### config.mk
export PLATFORM = sky130hd
export DESIGN_NAME = param_updown_counter
export DESIGN_NICKNAME = d
export VERILOG_FILES = /design/src/rtl/param_updown_counter.sv
export SDC_FILE = /design/constraint.sdc
export NUM_CORES = 1
export LEC_CHECK = 0
export CAP_MARGIN = 30
export CORE_UTILIZATION = 41
export DETAILED_ROUTE_END_ITERATION = 6
export HOLD_SLACK_MARGIN = 0.06
export PLACE_DENSITY = 0.75
export RECOVER_POWER = 50
export SKIP_CTS_REPAIR_TIMING = 1
export SYNTH_ARGS = -nofsm -noshare
export SYNTH_HDL_FRONTEND = slang
export SYNTH_SLANG_ARGS = --single-unit
### constraint.sdc
create_clock -name clk -period 1.85 [get_ports clk]
set_input_delay 0.2775 -clock clk [delete_from_list [all_inputs] [get_ports clk]]
set_output_delay 0.2775 -clock clk [all_outputs]
set_load 0.05 [all_outputs]
### src/rtl/param_updown_counter.sv
`default_nettype none
// ============================================================================
// Module   : param_updown_counter
// Purpose  : Prescaled up/down counter with load, wrap/saturate bounds,
//            terminal-count flag and registered bound-event pulse.
// Option   : COUNTER_OVF_STICKY_EN adds ovf_sticky / ovf_clr.
// Revision : 1.0 - initial release
// ============================================================================
module param_updown_counter #(
  parameter int MAX_COUNT = 255,
  parameter int PRESCALE  = 1,
  parameter int RESET_VAL = 0,
  localparam int W = ($clog2(MAX_COUNT + 1) < 1) ? 1 : $clog2(MAX_COUNT + 1)
) (
  input  logic         clk,
  input  logic         rst_n,
  input  logic         en,
  input  logic         up_dn,
  input  logic         load,
  input  logic [W-1:0] load_val,
  input  logic         sat_mode,
  output logic [W-1:0] count,
  output logic         tc,
`ifdef COUNTER_OVF_STICKY_EN
  output logic         bound_evt,
  input  logic         ovf_clr,
  output logic         ovf_sticky
`else
  output logic         bound_evt
`endif
);

  localparam int            c_pw       = (PRESCALE > 1) ? $clog2(PRESCALE) : 1;
  localparam logic [W-1:0]  c_max      = W'(MAX_COUNT);
  localparam logic [W-1:0]  c_reset    = W'(RESET_VAL);
  localparam logic [c_pw-1:0] c_pre_last = c_pw'(PRESCALE - 1);

  logic [W-1:0]    count_q, count_d;
  logic [c_pw-1:0] pre_q, pre_d;
  logic            bevt_q, bevt_d;
  logic            w_step;
  logic            w_at_bound;

  assign w_at_bound = up_dn ? (count_q == c_max) : (count_q == '0);
  assign w_step     = en && !load && (pre_q == c_pre_last);

  always_comb begin
    count_d = count_q;
    pre_d   = pre_q;
    bevt_d  = 1'b0;
    if (load) begin
      count_d = (load_val > c_max) ? c_max : load_val;
      pre_d   = '0;
    end else if (en) begin
      pre_d = (pre_q == c_pre_last) ? '0 : pre_q + 1'b1;
      if (w_step) begin
        bevt_d = w_at_bound;
        // At a bound: saturate holds, wrap jumps to the opposite bound
        if (w_at_bound) begin
          count_d = sat_mode ? count_q : (up_dn ? '0 : c_max);
        end else begin
          count_d = up_dn ? count_q + 1'b1 : count_q - 1'b1;
        end
      end
    end
  end

  always_ff @(posedge clk or negedge rst_n) begin
    if (!rst_n) begin
      count_q <= c_reset;
      pre_q   <= '0;
      bevt_q  <= 1'b0;
    end else begin
      count_q <= count_d;
      pre_q   <= pre_d;
      bevt_q  <= bevt_d;
    end
  end

  assign count     = count_q;
  assign tc        = w_at_bound;
  assign bound_evt = bevt_q;

`ifdef COUNTER_OVF_STICKY_EN
  logic ovf_q;

  // A new bound event beats a simultaneous clear
  always_ff @(posedge clk or negedge rst_n) begin
    if (!rst_n) begin
      ovf_q <= 1'b0;
    end else if (bevt_d) begin
      ovf_q <= 1'b1;
    end else if (ovf_clr) begin
      ovf_q <= 1'b0;
    end
  end

  assign ovf_sticky = ovf_q;
`endif

endmodule
`default_nettype wire
---- Word-level counts from Yosys, hierarchy flattened ----
Cells that the tools add are included.
word-level totals
  register bits ........................... 10
  output and inout bits ................... 10
  logic and storage cells ................. 32
cells by class
  add/sub/neg operators ................... 3
  magnitude comparators ................... 1
  equality and inequality tests ........... 2
  multiplexer cells ....................... 15
  bitwise gates (word level) .............. 1
  reductions and logical operators ........ 7
operators with widths
  kind                 count
  $mux 8               8
  $add 8x1->8 const B  1
  $eq 8x8->1 const B   1
  $gt 8x8->1 const B   1
  $logic_not 8->1      1
  $sub 8x1->8 const B  1
  $mux 1               7
  $reduce_bool 2->1    2
  $ne 3x3->1 const B   1
  $reduce_and 3->1     1
  $logic_and 1x1->1    2
  $add 1x1->1 const B  1
  $logic_not 1->1      1
  $not 1->1            1

---- Longest topological paths before layout ----
Gate-level depths: netlist of the first run.
  depth after elaboration ................. 6
  mapped depth ............................ 8
  mapped depth without buffers ............ 8

---- Worst setup path after synthesis of the first run ----
No wires, ideal clock.
  path kind ............................... register -> register
  start point ............................. register count_q[4], in the netlist count[4]
  end point ............................... register count_q[7], in the netlist count[7]
  arrival time ............................ 2338 ps
  data required time ...................... 1729 ps
  slack ................................... -609 ps
  stages on the path, launching flop included .. 8
  buffers on the path ..................... 0
  path through ............................ dfrtp_1 > or4_4 > nor4_4 > nor2_2 > inv_2 > a21boi_4 > mux2_2 > a22o_1
between the ends
  cells in the longest elaborated chain, start to end .. 6
  elaborated cells on any way between the ends .. 12
ends and longest elaborated chain
  item                                           RTL line  RTL
  start: declaration                             38        logic [W-1:0] count_q, count_d;
  start signal: assignment                       70        count_q <= c_reset;
  start signal: assignment                       74        count_q <= count_d;
  $eq 8x8->1 or $logic_not 8->1 (tied branches)  44        assign w_at_bound = up_dn ? (count_q == c_max) : (count_q == '0);
  $mux 1 *                                       44
  via tc                                         23        output logic tc,
  $mux 8                                         59        if (w_at_bound) begin
  $mux 8                                         56        if (w_step) begin
  $mux 8                                         54        end else if (en) begin
  $mux 8                                         51        if (load) begin
The timed path passes the listed nets; every way through them passes the cells marked *. The select of a mux whose other input is x is not followed.
A chain may end at the register's enable or synchronous reset.

---- Worst setup path in the final report of the first run ----
  start point ............................. register count_q[6], in the netlist count[6]
  end point ............................... output port tc
between the ends
  cells in the longest elaborated chain, start to end .. 2
  elaborated cells on any way between the ends .. 3
ends and longest elaborated chain
  item                                           RTL line
  $eq 8x8->1 or $logic_not 8->1 (tied branches)  44
  $mux 1 *                                       44
  end: declaration                               23
Every way passes the cells marked *; elsewhere a longest branch is shown, timed or not.

==> results.md, run 1 <==
* Status: finished with violations
* Failing checks: setup timing
* Clock power frac at 14.9%
* Total GRT Usage at 24.4%
* Worst-Margin Slew at 0.496 ns
* Reg2reg end: count[2]$_DFFE_PN0P_
* Combinational power share at 61.1%
* I/O pin count at 24
* Final WS setup at -0.194 ns
* Initial Util at 44.8%
* Clock slew at reported path FFs at 0.07 ns
* Register area share after synthesis at 28.2%
* Final slew viol count at 0
* Main synth FF type: dfrtp_1
* Ys Warns at 0
* Die W at 46.1 um
* First-pass GRT wire length at 3630 um
* Root Buffer: clkbuf_4
* Crit Path Max Fanout at 2
* Most common cell after layout, fill and taps aside: buf_4
* Crit-path cells: or4_4, nor4_4, nor2_2, inv_4, buf_6, buf_12
* Post-DP HPWL at 1860 um
* DR vias/cell at 5.48
* Setup violators final at 9
* Crit path required time at 1.57 ns
* R2R Path Start: count[4]$_DFFE_PN0P_
* Post-route DRC at 0
* Sequential cell fraction of total power at 24.1%
* Max capacitance violation total at 0
* GRT Residual Overflow at 0
* Mapped Cells at 94
* Static Leakage at 0.606 nW
* Clock Skews at 0.00734 ns
* DRT Pass-1 Iters at 4
* Clock buffer depth at 2
* Core Region at 1780 sq um
* H-tree levels at 1
* Crit. End Element: primary output
* Final hold slack at 0.392 ns
* Post-placement setup slack at -0.718 ns
* Layout cells sized above 1 at 44.9%
* Maximum vdd ir drop at 0.000466 V
* HP Class: in2async
* Die area at 2130 sq um
* Minimum clock period at 2.04 ns
* PortBufs at 23
* Clock sinks at 9
* 1st-iter DRT viols at 18
* Detail Route Antenna Nets at 0
* Die Ht at 46.1 um
* Net Sw Frac at 42.8%
* Kind of critical path: reg2out
* Worst-case reg-to-reg path depth at 11
* Post-synthesis async set-or-reset flop share at 100%
* RD Place Congestion at 0.824
* Unrepaired setup endpoints after global routing: yes
* Via count at 942
* Final Power at 1.07 mW
* CTS tree: yes
* Cell with the largest stage delay on the worst path: or4_4
* Wire length per cell at 15.9 um
* Critical path launch point type: flip-flop
* Cell area after synthesis at 798 sq um
* Antenna fix cells at 0
* Cell Int Power at 0.612 mW
* PwrDens at 764 nW/um^2
* Largest net degree at the start of global routing at 10
* Synthesized Nets at 115
* Clk_lat worst skew at 0.27 ns
* Number of global-route vias before repair at 831
* Most frequent cells in the layout: 32 x buf_4, 12 x nand2_1, 12 x clkdlybuf4s50_1
* Switch Pwr at 0.457 mW
* Routed WL at 2730 um
* Synth Area per Inst at 8.49 sq um
* Crit path buffers/inverters at 3
* Unique masters post-synth at 33
* Final Hold Viols at 0
* Cell Rows at 15
* Number of synthesized flops with an enable pin at 0
* Worst slew margin at 66.9%
* Final core utilization at 78.5%
* Worst R2R Setup Slack at -0.18 ns
* Area delta synth->final at 75.4%
* Nets at 169
* Flop and latch count out of synthesis at 9
* Max Clk Rate at 489 MHz
* Worst path arrival time at 1.77 ns
* TritonCTS Buffers at 3
* Initial antenna violation count at 0
* CP top delay family: simple AND/OR/NAND/NOR gates
* Fin Setup TNS at -0.991 ns
* Period Utilization, post-route at 110%
* Delay of the slowest critical-path stage at 0.55 ns
## power groups by stage
| stage | clock network (mW) | registers (mW) | logic (mW) |
|---|---|---|---|
| 6_report | 0.159 | 0.257 | 0.653 |
| 5_1_grt | 0.174 | 0.259 | 0.686 |
| 4_1_cts | 0.163 | 0.255 | 0.577 |
| 3_5_place_dp | 0 | 0.259 | 0.571 |
| 3_3_place_gp | 0 | 0.258 | 0.561 |
| 2_1_floorplan | 0 | 0.367 | 0.227 |
## per-layer routing
layer | up-vias | share of wire (%) | GRT usage (%)
met5 | - | 0 | 0
met4 | 0 | 2.0 | 8.82
met3 | 8 | 3.8 | 3.53
met2 | 34 | 52 | 40.3
met1 | 456 | 42 | 32.1
li1 | 444 | - | -
## worst register-to-register path, cell delays in order (launching register included)
cell	delay, ns
dfrtp_2	0.41
buf_4	0.15
buf_4	0.14
nand4_1	0.11
nor3_2	0.08
nor2_2	0.17
inv_4	0.06
buf_12	0.12
a21boi_4	0.18
buf_6	0.14
mux2i_1	0.23
o21ai_1	0.11
## per-stage QoR
stage,cell area [sq um],cells
final,1400,172
after global routing,1400,172
after CTS,1260,169
after detailed placement,1240,165
after global placement,1240,165
after floorplan,807,94
## sequential cells by signal, summed over array words and instances (netlist names)
register   flops
bound_evt      1
count          8
## worst max path at each step
stage                                end            startpoint  slack [ns]  cells after the start
finish                                tc  count[6]$_DFFE_PN0P_       -0.19                      6
global route                          tc  count[6]$_DFFE_PN0P_       -0.27                      6
CTS                 count[7]$_DFFE_PN0P_                 up_dn       -0.45                      9
detailed placement  count[7]$_DFFE_PN0P_                 up_dn       -0.72                      9
global placement    count[7]$_DFFE_PN0P_                 up_dn       -0.66                      9
floorplan           count[7]$_DFFE_PN0P_  count[4]$_DFFE_PN0P_       -0.42                      7
## logic make-up after synthesis
logic type	count (synthesis)	share of synthesized area, %
xor gates and xnor gates	8	8.78
and+or+nand+nor	41	27.9
DFF	9	28.2
buffers and inverters	6	2.82
AOI/OAI and AO/OA	20	16.5
adders and majority gates	7	11.9
muxes	3	3.92
## layout make-up
| class | count | area (sq um) |
|---|---|---|
| Clock buffer | 4 | 26.3 |
| Fill cell | 127 | 383 |
| Multi-Input combinational cell | 79 | 634 |
| Tap cell | 25 | 31.3 |
| Sequential cell | 9 | 231 |
| Inverter | 4 | 20.0 |
| Timing Repair Buffer | 51 | 457 |
## cells in the mapped netlist (3+ instances only)
| cell | number | share of area [%] |
|---|---|---|
| nor2b_1 | 3 | 2.4 |
| ha_1 | 6 | 9.4 |
| a21oi_1 | 6 | 3.8 |
| o21ai_1 | 3 | 1.9 |
| xnor2_1 | 6 | 6.6 |
| nor3_1 | 7 | 4.4 |
| o21ai_0 | 4 | 2.5 |
| inv_1 | 3 | 1.4 |
| nor2_1 | 6 | 2.8 |
| dfrtp_1 | 9 | 28 |
| nand2_1 | 12 | 5.6 |
| nand3_1 | 4 | 2.5 |
(Power assumes the default switching activity.)
==> inputs of run 2 (changes only) <==
- CORE_MARGIN: unset -> 2
==> run 2 against run 1 <==
Compared with the run above:
- the run still ends with setup timing left
- cell area is 3.9% higher
- clock-buffer cell count unchanged
- first-iteration DRC count is the same
- flip-flop and latch count is the same
- critical path type unchanged
- critical endpoint unchanged
- largest cell class unchanged
- highest routed layer unchanged
==> results.md, run 2 (same netlist as run 1, synthesis figures left out) <==
* Minimum clock period at 2.18 ns (+0.140 ns)
* Most common cell after layout, fill and taps aside: buf_4
* Total GRT Usage at 24.4% (-0.081 points)
* PortBufs at 23 (unchanged)
* Wire length per cell at 16.5 um (+4.0%)
* FF+latch area at 231 sq um (unchanged)
* Maximum vdd ir drop at 0.000526 V (+13%)
* Root Buffer: clkbuf_4
* Worst-Margin Slew at 0.506 ns (+0.0109 ns)
* DRT Pass-1 Iters at 4 (unchanged)
* Core Region at 1780 sq um (unchanged)
* Final slew viol count at 0 (unchanged)
* Failing checks: setup timing
* Delay of the slowest critical-path stage at 0.55 ns (about the same)
* Cell Rows at 15 (unchanged)
* HP Class: in2async
* H-tree levels at 1 (unchanged)
* TritonCTS Buffers at 3 (unchanged)
* Kind of critical path: reg2out
* Clock buffer depth at 2 (unchanged)
* RD Place Congestion at 0.901 (+9.4%)
* Clock slew at reported path FFs at 0.07 ns (about the same)
* Number of global-route vias before repair at 838 (+0.84%)
* Max capacitance violation total at 0 (unchanged)
* GRT Residual Overflow at 0 (unchanged)
* Via count at 934 (-0.85%)
* Final hold slack at 0.396 ns (+0.00356 ns)
* Post-route DRC at 0 (unchanged)
* Critical path launch point type: flip-flop
* DR vias/cell at 5.37 (-2.0%)
* Static Leakage at 0.629 nW (+3.8%)
* Period Utilization, post-route at 118% (+7.6 points)
* Die area at 2320 sq um (+8.9%)
* Largest net degree at the start of global routing at 10 (unchanged)
* Post-placement setup slack at -0.747 ns (-0.0284 ns)
* Clk_lat worst skew at 0.26 ns (about the same)
* Placed cells at 167 (+1.2%)
* Worst path arrival time at 1.91 ns (+0.14 ns)
* Max Clk Rate at 458 MHz (-6.4%)
* Detail Route Antenna Nets at 0 (unchanged)
* Nets at 171 (+1.2%)
* Setup violators final at 9 (unchanged)
* 1st-iter DRT viols at 18 (unchanged)
* Final Power at 1.12 mW (+4.6%)
* Area delta synth->final at 82.3%
* Initial antenna violation count at 0 (unchanged)
* Final Hold Viols at 0 (unchanged)
* Worst slew margin at 66.1% (-0.73 points)
* Clock sinks at 9 (unchanged)
* Most frequent cells in the layout: 34 x buf_4, 12 x nand2_1, 12 x clkdlybuf4s50_1
* Crit-path cells: or4_4, nor4_4, nor2_2, inv_4, buf_6, buf_12
* First-pass GRT wire length at 3840 um (+5.7%)
* Crit path required time at 1.57 ns (about the same)
* Unrepaired setup endpoints after global routing: yes
* CTS tree: yes
* Crit. End Element: primary output
* Clock Skews at 0.00172 ns (-0.00561 ns)
* Filler cell count in the final layout at 102 (-20%)
* Routed WL at 2880 um (+5.2%)
* CP top delay family: simple AND/OR/NAND/NOR gates
* Antenna fix cells at 0 (unchanged)
* Die Ht at 48.1 um (+4.3%)
* Final WS setup at -0.334 ns (-0.140 ns)
* Post-DP HPWL at 1940 um (+4.5%)
* Die W at 48.1 um (+4.3%)
* PwrDens at 768 nW/um^2 (+0.61%)
* Layout cells sized above 1 at 49.7% (+4.8 points)
* Crit Path Max Fanout at 2 (unchanged)
* Cell with the largest stage delay on the worst path: or4_4
* Crit path buffers/inverters at 3 (unchanged)
* Max FFs per register at 8 (unchanged)
* Initial Util at 44.8% (unchanged)
* Non-Filler Instances at 174 (+1.2%)
* Status: finished with violations
* Multi-input logic area at 683 sq um (+7.7%)
* I/O pin count at 24 (unchanged)
==> run 2: changes by cell type in the layout (fill, tap and decap cells not counted), sizes merged <==
| cell | previous run | this run |
|---|---|---|
| buf | 37 | 39 |
==> run 2: through the flow <==
step | setup TNS [ns] | util (%) | area, sq um
detailed placement | -3.11 | 70.3 | 1250
global route | -2.08 | 81.6 | 1460
CTS | -2.00 | 71.8 | 1280
finish | -1.41 | 81.6 | 1460
global placement | -2.72 | 70.3 | 1250
floorplan | -1.81 | - | 807
==> run 2: worst reg2reg max path: cells and delay by family, from the launching register on <==
| kind | cells | cell delay, ns |
|---|---|---|
| fa+ha+maj | 1 | 0.31 |
| compound gates | 5 | 1.04 |
| xor+xnor | 1 | 0.17 |
| flops | 1 | 0.45 |
==> run 2: layer usage <==
layer | vias to the layer above | part of all wire [%] | track usage, %
met4 | 0 | 2.3 | 8.11
met5 | - | 0 | 0
met2 | 31 | 52 | 41.1
li1 | 447 | - | -
met3 | 10 | 2.9 | 3.33
met1 | 446 | 43 | 32.0
==> run 2: power breakdown <==
group | internal (mW) | switching [mW]
clock network | 0.0834 | 0.0763
registers | 0.228 | 0.0270
logic | 0.328 | 0.375
total | 0.640 | 0.478
==> run 2: worst paths after layout <==
path / from / to / slack, ns / cells past startpoint
worst min-delay path: rst_n / bound_evt$_DFF_PN0_ / 0.40 / 1
worst max register to register: count[1]$_DFFE_PN0P_ / count[7]$_DFFE_PN0P_ / -0.23 / 7
max in group asynchronous: rst_n / count[1]$_DFFE_PN0P_ / 1.12 / 1
worst max-delay path: count[7]$_DFFE_PN0P_ / tc / -0.33 / 6
min in group clk: load_val[1] / count[1]$_DFFE_PN0P_ / 0.55 / 3
worst min register to register: count[6]$_DFFE_PN0P_ / count[6]$_DFFE_PN0P_ / 0.74 / 3
==> run 2: cell type report <==
cell class | count | share of cell area (%)
clock buffer | 4 | 1.81
inverter | 4 | 1.38
multi-input combinational | 79 | 46.9
sequential | 9 | 15.9
tap | 25 | 2.15
timing repair buffer | 53 | 31.8
==> inputs of run 3 (changes only) <==
- CORE_UTILIZATION: 41 -> 49
- PLACE_DENSITY: 0.75 -> 0.84
- TNS_END_PERCENT: unset -> 20
- clock period: 1.85 -> 2.8 ns (I/O delays scaled with it)
==> run 3 against run 2 <==
Compared with the run above:
- the run now ends clean
- critical path type unchanged
- non-clock buffer count fell by 28
- power down 47%
- critical path depth shrank 1
- flip-flop and latch count unchanged
- sequential power decreased by 30%
- critical endpoint unchanged
- via count shrank 13%
- highest routed layer unchanged
- worst hold slack improved by 0.13 ns
- global-route usage up 0.27 points
- register-to-register slack gained 0.66 ns
- utilization is 11 points lower
- largest cell class unchanged
==> results.md, run 3 (same netlist as run 1, synthesis figures left out) <==
* Status: finished clean
* Cell Rows at 14 (-1)
* Initial antenna violation count at 0 (unchanged)
* Number of global-route vias before repair at 792 (-5.5%)
* Clock sinks at 9 (unchanged)
* Met3 routed WL at 96 um (+16%)
* TritonCTS Buffers at 3 (unchanged)
* GRT Residual Overflow at 0 (unchanged)
* Fin Setup TNS at 0 ns (+1.41 ns)
* Nets at 143 (-16%)
* Worst slew margin at 65.1% (-1.0 points)
* Most common cell after layout, fill and taps aside: clkdlybuf4s50_1
* Critical path launch point type: flip-flop
* Max Clk Rate at 400 MHz
* H-tree levels at 1 (unchanged)
* Kind of critical path: reg2out
* CP top delay family: simple AND/OR/NAND/NOR gates
* CTS tree: yes
* Clock Skews at 0.00881 ns (+0.00709 ns)
* Worst-Margin Slew at 0.521 ns (+0.0150 ns)
* DR vias/cell at 5.91 (+10%)
* Worst-case reg-to-reg path depth at 7 (unchanged)
* Clk_lat worst skew at 0.28 ns (+0.02 ns)
* RD Place Congestion at 0.823 (-8.7%)
* Wire length per cell at 14.8 um (-11%)
* Area delta synth->final at 35.0%
* Layout cells sized above 1 at 9.92% (-40 points)
* 1st-iter DRT viols at 41 (+23)
* Crit-path cells: or4_4, nor4_1, nor2_2, inv_2, buf_12
* First-pass GRT wire length at 3490 um (-9.0%)
* Max FFs per register at 8 (unchanged)
* HP Class: in2async
* Setup violators final at 0 (-9)
* Worst path arrival time at 2.08 ns (+0.17 ns)
* Post-route DRC at 0 (unchanged)
* Minimum clock period at 2.50 ns
* Via count at 809 (-13%)
* Antenna fix cells at 0 (unchanged)
* Placed cell area at 1070 sq um (-15%)
* Max Used Layer: met4
* I/O pin count at 24 (unchanged)
* Final Hold Viols at 0 (unchanged)
* Die W at 44.4 um (-7.8%)
* Final Cell Area at 1080 sq um (-26%)
* Static Leakage at 0.453 nW (-28%)
* Final core utilization at 70.7% (-11 points)
* Most frequent cells in the layout: 17 x clkdlybuf4s50_1, 12 x nand2_1, 9 x dfrtp_1
* Post-DP HPWL at 1600 um (-17%)
* Crit Path Max Fanout at 5 (+3)
* Core Region at 1520 sq um (-15%)
* Root Buffer: clkbuf_4
* DRT Pass-1 Iters at 4 (unchanged)
* Routed WL at 2020 um (-30%)
* Final slew viol count at 0 (unchanged)
* Crit. End Element: primary output
* Met1 Wirelength at 897 um (-27%)
* Die Ht at 44.4 um (-7.8%)
* Crit path depth at 5 (-1)
* Clock slew at reported path FFs at 0.07 ns (about the same)
* Unrepaired setup endpoints after global routing: no
* PwrDens at 548 nW/um^2 (-29%)
* Max capacitance violation total at 0 (unchanged)
* Delay of the slowest critical-path stage at 0.54 ns (about the same)
* Period Utilization, post-route at 89.3%
* Crit path buffers/inverters at 2 (-1)
* Clock buffer depth at 2 (unchanged)
* Total GRT Usage at 24.6% (+0.27 points)
* Filler cell count in the final layout at 123 (+21%)
* Cell with the largest stage delay on the worst path: or4_4
* Maximum vdd ir drop at 0.000340 V (-35%)
* Die area at 1970 sq um (-15%)
* Largest net degree at the start of global routing at 14 (+4)
* WL met2 at 989 um (-33%)
* Final hold slack at 0.521 ns (+0.125 ns)
* PortBufs at 23 (unchanged)
* Detail Route Antenna Nets at 0 (unchanged)
* Crit path required time at 2.38 ns (+0.81 ns)
* Initial Util at 52.4% (+7.6 points)
-- run 3: cell count changes in the layout (fill, tap and decap cells not counted), sizes merged --
cell | before | now
dlymetal6s2s | 1 | 0
dlygate4sd3 | 1 | 5
clkdlybuf4s50 | 12 | 17
buf | 39 | 3
-- run 3: layout make-up --
type / instances / area, sq um / area share (%)
Multi-Input combinational cell: 79 / 536 / 49.7
Timing Repair Buffer: 25 / 255 / 23.7
Tap cell: 16 / 20.0 / 1.86
Inverter: 4 / 15.0 / 1.39
Sequential cell: 9 / 225 / 20.9
Clock buffer: 4 / 26.3 / 2.44
-- run 3: path summary, 6_finish.rpt --
check                                           from                   end  slack (ns)
worst max-delay path            count[4]$_DFFE_PN0P_                    tc        0.30
worst min-delay path                           rst_n  count[7]$_DFFE_PN0P_        0.52
worst max register to register  count[4]$_DFFE_PN0P_  count[7]$_DFFE_PN0P_        0.43
worst min register to register  count[7]$_DFFE_PN0P_  count[7]$_DFFE_PN0P_        0.63
max in group asynchronous                      rst_n   bound_evt$_DFF_PN0_        1.97
min in group clk                count[7]$_DFFE_PN0P_  count[7]$_DFFE_PN0P_        0.63
-- run 3: through the flow --
| stage | power, mW | instances | setup slack (ns) |
|---|---|---|---|
| final | 0.590 | 137 | 0.298 |
| after global routing | 0.623 | 137 | 0.231 |
| after CTS | 0.594 | 137 | 0.409 |
| after detailed placement | 0.489 | 133 | 0.139 |
| after global placement | 0.485 | 133 | 0.168 |
| after floorplan | 0.389 | 94 | 0.341 |
-- run 3: worst reg2reg max path, delay by kind of cell (launching register included) --
family                 cells  cell delay (ns)
flip-flops                 1             0.42
multiplexers               1             0.28
buffers and inverters      1             0.13
AO/OA/AOI/OAI              2             0.31
AND/OR/NAND/NOR            3             1.11
-- run 3: per-layer routing --
metal | up-vias | global-route usage [%]
met5 | - | 0
met2 | 26 | 39.7
met4 | 0 | 10.9
met1 | 385 | 33.4
li1 | 393 | -
met3 | 5 | 2.45
-- run 3: power by group --
group,internal [mW],leakage (nW),switching (mW)
Sequential,0.148,0.107,0.0292
Clock,0.0552,0.0150,0.0515
Combinational,0.130,0.331,0.176
